==> src/rtl/mem_dma.sv <==
`default_nettype none
// ============================================================================
//  Module   : mem_dma
//  Brief    : Single-port RAM copy/fill engine with ROM write protection and
//             arbiter-granted bus access.
//  Revision : 1.0
// ============================================================================
module mem_dma #(
    parameter logic [14:0] ROM_SIZE = 15'h1000,
    parameter logic [14:0] TOP_ADD  = 15'h7FFF
) (
    input  logic        clk,
    input  logic        reset,
    input  logic        start,
    input  logic        mode,
    input  logic [14:0] src,
    input  logic [14:0] dst,
    input  logic [14:0] len,
    input  logic [7:0]  fill_data,
    input  logic        bus_grant,
    output logic        busy,
    output logic        done,
    output logic        err,
    output logic [14:0] ram_add,
    output logic [7:0]  ram_wdata,
    output logic        ram_we,
    input  logic [7:0]  ram_rdata
);

    localparam logic [2:0] S_IDLE  = 3'd0;
    localparam logic [2:0] S_CHECK = 3'd1;
    localparam logic [2:0] S_READ  = 3'd2;
    localparam logic [2:0] S_WRITE = 3'd3;
    localparam logic [2:0] S_DONE  = 3'd4;

    logic [2:0]  r_state;
    logic [14:0] r_src;
    logic [14:0] r_dst;
    logic [14:0] r_len;
    logic        r_mode;
    logic [7:0]  r_fill;
    logic        r_err;
    logic [7:0]  r_hold;
    logic        r_rd_pend;
    logic [14:0] r_last_add;

    logic        w_rd_acc;
    logic        w_wr_go;
    logic [15:0] w_dst_end;
    logic [15:0] w_src_end;
    logic        w_range_err;
    logic [7:0]  w_copy_byte;

    assign w_rd_acc  = (r_state == S_READ)  && bus_grant;
    assign w_wr_go   = (r_state == S_WRITE) && bus_grant;

    // End addresses carry an extra bit so a range running past 7FFF is seen.
    assign w_dst_end = {1'b0, r_dst} + {1'b0, r_len} - 16'd1;
    assign w_src_end = {1'b0, r_src} + {1'b0, r_len} - 16'd1;
    assign w_range_err = (r_dst < ROM_SIZE) ||
                         (w_dst_end > {1'b0, TOP_ADD}) ||
                         (!r_mode && (w_src_end > {1'b0, TOP_ADD}));

    // Read data is only live the cycle after the read; later writes use the hold copy.
    assign w_copy_byte = r_rd_pend ? ram_rdata : r_hold;

    assign ram_add   = w_rd_acc ? r_src : (w_wr_go ? r_dst : r_last_add);
    assign ram_we    = w_wr_go && (r_dst >= ROM_SIZE);
    assign ram_wdata = w_wr_go ? (r_mode ? r_fill : w_copy_byte) : 8'h00;

    assign busy = (r_state == S_CHECK) || (r_state == S_READ) || (r_state == S_WRITE);
    assign done = (r_state == S_DONE);
    assign err  = r_err;

    always_ff @(posedge clk) begin
        if (reset) begin
            r_state    <= S_IDLE;
            r_src      <= '0;
            r_dst      <= '0;
            r_len      <= '0;
            r_mode     <= 1'b0;
            r_fill     <= '0;
            r_err      <= 1'b0;
            r_hold     <= '0;
            r_rd_pend  <= 1'b0;
            r_last_add <= '0;
        end else begin
            r_rd_pend <= w_rd_acc;
            if (r_rd_pend) begin
                r_hold <= ram_rdata;
            end
            if (w_rd_acc || w_wr_go) begin
                r_last_add <= ram_add;
            end

            case (r_state)
                S_IDLE: begin
                    if (start) begin
                        r_src   <= src;
                        r_dst   <= dst;
                        r_len   <= len;
                        r_mode  <= mode;
                        r_fill  <= fill_data;
                        r_err   <= 1'b0;
                        r_state <= S_CHECK;
                    end
                end
                S_CHECK: begin
                    if (r_len == 15'd0) begin
                        r_state <= S_DONE;
                    end else if (w_range_err) begin
                        r_err   <= 1'b1;
                        r_state <= S_DONE;
                    end else begin
                        r_state <= r_mode ? S_WRITE : S_READ;
                    end
                end
                S_READ: begin
                    if (bus_grant) begin
                        r_state <= S_WRITE;
                    end
                end
                S_WRITE: begin
                    if (bus_grant) begin
                        r_dst <= r_dst + 15'd1;
                        r_len <= r_len - 15'd1;
                        if (!r_mode) begin
                            r_src <= r_src + 15'd1;
                        end
                        if (r_len == 15'd1) begin
                            r_state <= S_DONE;
                        end else begin
                            r_state <= r_mode ? S_WRITE : S_READ;
                        end
                    end
                end
                S_DONE: begin
                    r_state <= S_IDLE;
                end
                default: begin
                    r_state <= S_IDLE;
                end
            endcase
        end
    end

endmodule
`default_nettype wire
==> config.mk <==
export PLATFORM = sky130hd
export DESIGN_NAME = mem_dma
export DESIGN_NICKNAME = d
export VERILOG_FILES = /design/src/rtl/mem_dma.sv
export SDC_FILE = /design/constraint.sdc
export NUM_CORES = 1
export LEC_CHECK = 0
export CAP_MARGIN = 10
export CORE_UTILIZATION = 24
export DETAILED_ROUTE_END_ITERATION = 16
export GPL_ROUTABILITY_DRIVEN = 0
export PLACE_DENSITY = 0.4
export SYNTH_ARGS = -nofsm -noshare
export SYNTH_HDL_FRONTEND = slang
export SYNTH_SLANG_ARGS = --single-unit
==> constraint.sdc <==
create_clock -name clk -period 8.2 [get_ports clk]
set_clock_uncertainty 0.2 [all_clocks]
set_input_delay 1.23 -clock clk [delete_from_list [all_inputs] [get_ports clk]]
set_output_delay 1.23 -clock clk [all_outputs]
set_load 0.05 [all_outputs]
* After elaboration in Yosys (flattened, before gate mapping) *
Cells that the tools add are included.

word-level totals
  register bits after elaboration = 82
  latch bits = 0
  bits in writable memories = 0
  bits in read-only memories = 0
  output and inout bits = 27
  word-level logic and storage cells = 78
  memories kept = 0

operators by class
  add/subtract/negate cells = 7
  $mul = 0
  div/mod/pow operators = 0
  $lt $le $gt $ge = 4
  equal/unequal tests = 11
  shift-type cells = 0
  mux-type cells = 27
  bitwise operators = 0
  reductions and logical operators = 19

operators by type and width
  kind                     count
  $mux W15                 9
  $pmux W15 S2             3
  $add A15 B15 Y16         2
  $gt A16 B15 Y1 const B   2
  $sub A16 B1 Y16 const B  2
  $add A15 B1 Y15 const B  2
  $mux W8                  3
  $mux W3                  6
  $eq A15 B1 Y1 const B    1
  $ge A15 B13 Y1 const B   1
  $logic_not A15 Y1        1
  $lt A15 B13 Y1 const B   1
  $sub A15 B1 Y15 const B  1
  $ne A2 B2 Y1 const B     6
  $pmux W3 S4              1
  $reduce_and A4 Y1        2
  $eq A3 B2 Y1 const B     2
  $reduce_and A3 Y1        2
  $logic_or A1 B1 Y1       5
  $logic_and A1 B1 Y1      4
  $mux W1                  4
  $reduce_bool A2 Y1       2
  $eq A3 B1 Y1 const B     1
  $eq A3 B3 Y1 const B     1
  other kinds (4)          4

* Longest topological paths before layout *
  word-level depth = 8
  depth in mapped cells = 12

* Worst setup path before layout *
No wires, ideal clock.

  path type = input-to-output
  start point = in bus_grant
  end point = out ram_add[0]
  arrival = 2.735 ns
  required time = 6.770 ns
  setup slack = 4.035 ns
  cell stages on the path = 3
  path buffers = 1
  path through = nand3_1 -> clkbuf_1 -> o21ai_0

between the ends
  cells in the longest elaborated chain, start to end = 3
  elaborated cells on any way between the ends = 4
  those cells by class = 2 x mux; 2 x reduce/logical

ends and longest elaborated chain
  element              line  text
  start, declared      20    input logic bus_grant,
  $logic_and A1 B1 Y1  55    assign w_wr_go = (r_state == S_WRITE) && bus_grant;
  $mux W15             67    assign ram_add = w_rd_acc ? r_src : (w_wr_go ? r_dst : r_last_add);
  $mux W15 *           67
  end, declared        24    output logic [14:0] ram_add,

Mark *: on every way between the ends. The rest lies on a longest branch, timed or not.

* Worst setup path in the final report *
  start point = in bus_grant
  end point = out ram_add[2]

Same word-level chain as after synthesis.

==> flow_metrics.tcl <==
set metrics [dict create \
    num_rows 56 \
    setup_viol 0 \
    holdPathStages 2 \
    syn_area_um2 5760 \
    cp_max_fo 45 \
    period_minus_slack_ns 4.90 \
    hold_class "reg -> reg" \
    grt_max_degree 84 \
    n_antenna_cell 0 \
    clkLatencyLatePin_ns 0.35 \
    routedWlPerCell_um 15.7 \
    place_area_um2 6960 \
    critical-path-slowest-cell "clkdlybuf4s50_1" \
    numPortBuffers 92 \
    cpPeakStageDelay_ns 0.85 \
    die_area_um2 24600 \
    crit_chain "clkdlybuf4s50_1 > and2_1 > buf_4 > o21ai_0 > o21ai_0 > clkdlybuf4s50_1" \
    final_util_pct 30.8 \
    cts_resized 0 \
    htreeDepth 3 \
    final_cell_area_um2 7240 \
    cp-end-kind "primary output" \
    total_power_mw 1.39 \
    drt.antenna.violating_nets 0 \
    path_clk_slew_ns 0.07 \
    hold_viol 0 \
    synth-xor-area-share_pct 0 \
    grt_use_total_pct 15.7 \
    die_w_um 157 \
    synth_seq_cells 82 \
    yosys-top-cells-area "dfxtp_1 (28%), ha_1 (13%), a21oi_1 (6.9%)" \
    post-cts-setup-buffers 0 \
    numCtsBuffers 9 \
    wl_met1_um 8960 \
    p_leak_nw 2.74 \
    start_util_pct 24.5 \
    maxCapViolCount 0 \
    first_global_vias 5210 \
    cellPowerDensity_nw_per_um2 193 \
    status "finished, final reports clean" \
    crit_start "bus_grant" \
    crit_cells 6 \
    r2r-start "r_dst[1]$_SDFFE_PP0P_" \
    fillers 2621 \
    top_layer "met4" \
    grt_setup_unrepaired "no" \
    max_slew.worst_pin.slew_ns 1.06 \
    drc 0 \
    wl_met2_um 8610 \
    r2r_end "r_state[2]$_SDFFE_PP0P_" \
    start_kind "input pin" \
    dr_wl_met3_um 678 \
    grt_pass1_wl_um 29400 \
    crit_buf_inv 3 \
    fmax_ghz 0.204 \
    postCtsHoldBufs 0 \
    antenna_found_initial 0 \
    synthFlopType "dfxtp_1" \
    synthesis.nets 912 \
    r2r_cells 12 \
    synth_top_family_by_area "compound AO/OA/AOI/OAI gates" \
    dp_cells 1155 \
    synthCells 783 \
    ys_seq_area_share_pct 28.5 \
    cp_top_family "buffers and inverters" \
    rrSetupSlack_ns 5.04 \
    setup_tns_ns 0 \
    arrival_ns 3.47 \
    synth_cell_types 61 \
    core-area_um2 23500 \
    yosysTopAreaCellShare_pct 28.5 \
    drtPass1Iterations 5 \
    wirelength_um 18400 \
    cts_buffer_depth 2 \
    crit_end "ram_add[2]" \
    synthToLayoutAreaGrowth_pct 25.6 \
    drive_gt1_share_pct 4.93 \
    grt.overflow.total 0 \
    synth.mux.area_fraction_pct 1.39 \
    layoutNonFillerInstCount 1171 \
    final_nets 976 \
    die_h_um 157 \
    clock-root-buffer "clkbuf_16" \
    synth_async_sr_flop_share_pct 0 \
    crit_type "in -> out" \
    cts_tree "done" \
    synth-edff-count 0 \
    synthSimpleGateAreaFrac_pct 21.2 \
    top_level_ports 93 \
    vias 5518 \
    drv_slew 0 \
    ir_drop_mv 0.0933 \
    finalCritPeriodShare_pct 59.7 \
    viasPerCell 4.71 \
    synth_area_leader_cell "dfxtp_1" \
    syn_area_per_cell_um2 7.36 \
    drt_iter0_drc 310 \
    required_ns 6.77 \
    synth-compound-area-share_pct 25.1 \
    dp_hpwl_um 13300 \
    slew_headroom_pct 29.2 \
    cts.sinks 82 \
    synthAdderAreaFrac_pct 13.9 \
    yosysWarnings 0 \
]
==> cells by family (layout without fill, tap and decap cells) <==
logic type               Yosys count  count (layout)
AO/OA/AOI/OAI                    238             238
AND/OR/NAND/NOR                  244             244
adder cells (fa/ha/maj)           63              63
flip-flops                        82              82
buffers and inverters            148             217
multiplexers                       8               8
==> cells in the mapped netlist (all sizes together) (12+ instances only) <==
master  instances
inv           100
nor2           88
dfxtp          82
a21oi          80
o21ai          77
ha             61
nand2          54
clkbuf         33
a211oi         26
nor3           18
nor3b          18
nand3          16
nand4          16
buf            15
o31ai          12
==> final cells by class <==
cell class                      instances  area [µm²]  area share [%]
Sequential cell                        82        1640            22.7
Clock inverter                          7        58.8           0.812
Tap cell                              319         399            5.51
Inverter                              100         375            5.18
Clock buffer                            9         225            3.11
Timing Repair Buffer                  101         983            13.6
Multi-Input combinational cell        553        3560            49.1
==> cells in the final DEF, fill, tap and decap left out, types with 5 or more instances in the layout <==
master,instances
inv_1,100
nand4_1,15
clkdlybuf4s50_1,91
o22ai_1,6
a2bb2oi_1,5
nor3_1,17
nand2_1,54
a21oi_1,79
nand3_1,14
ha_1,61
clkbuf_16,9
o21ai_0,77
a211oi_1,26
nor2_1,87
a21o_1,5
o31ai_1,12
dfxtp_1,82
or3_1,6
buf_4,9
nor3b_1,17
mux2i_1,8
==> per-layer routing <==
| layer | global-route usage [%] | up-vias |
|---|---|---|
| li1 | - | 2863 |
| met1 | 21.2 | 2542 |
| met2 | 25.9 | 103 |
| met3 | 2.29 | 10 |
| met4 | 3.78 | 0 |
| met5 | 0 | - |
==> power breakdown <==
part | total [mW] | switching [mW] | internal, mW
clock network | 0.409 | 0.198 | 0.211
registers | 0.483 | 0.0465 | 0.437
logic | 0.502 | 0.298 | 0.205
==> how the worst min path moves through the flow <==
stage / start / endpoint / slack, ns
6_report: r_fill[1]$_SDFFE_PP0P_ / r_fill[1]$_SDFFE_PP0P_ / 0.26
5_1_grt: r_fill[5]$_SDFFE_PP0P_ / r_fill[5]$_SDFFE_PP0P_ / 0.28
4_1_cts: r_fill[4]$_SDFFE_PP0P_ / r_fill[4]$_SDFFE_PP0P_ / 0.26
3_5_place_dp: r_fill[4]$_SDFFE_PP0P_ / r_fill[4]$_SDFFE_PP0P_ / 0.25
3_3_place_gp: r_fill[7]$_SDFFE_PP0P_ / r_fill[7]$_SDFFE_PP0P_ / 0.25
2_1_floorplan: r_fill[0]$_SDFFE_PP0P_ / r_fill[0]$_SDFFE_PP0P_ / 0.24
==> flip-flops by register name (all words and copies together) (netlist names) <==
name / count
err: 1
r_dst: 15
r_fill: 8
r_hold: 8
r_last_add: 15
r_len: 15
r_mode: 1
r_rd_pend: 1
r_src: 15
r_state: 3
==> metrics by stage <==
step / hold WS [ns] / worst slack (ns)
6_report: 0.258 / 3.30
5_1_grt: 0.282 / 3.00
4_1_cts: 0.260 / 3.28
3_5_place_dp: 0.250 / 3.30
3_3_place_gp: 0.247 / 3.34
2_1_floorplan: 0.236 / 4.04
==> tightest hold or removal path: stages (launching register included) <==
cell and delay [ns]:
dfxtp_1 0.31, nand2_1 0.05, a21oi_1 0.05
Note: power is estimated with default switching activity, not from simulation.
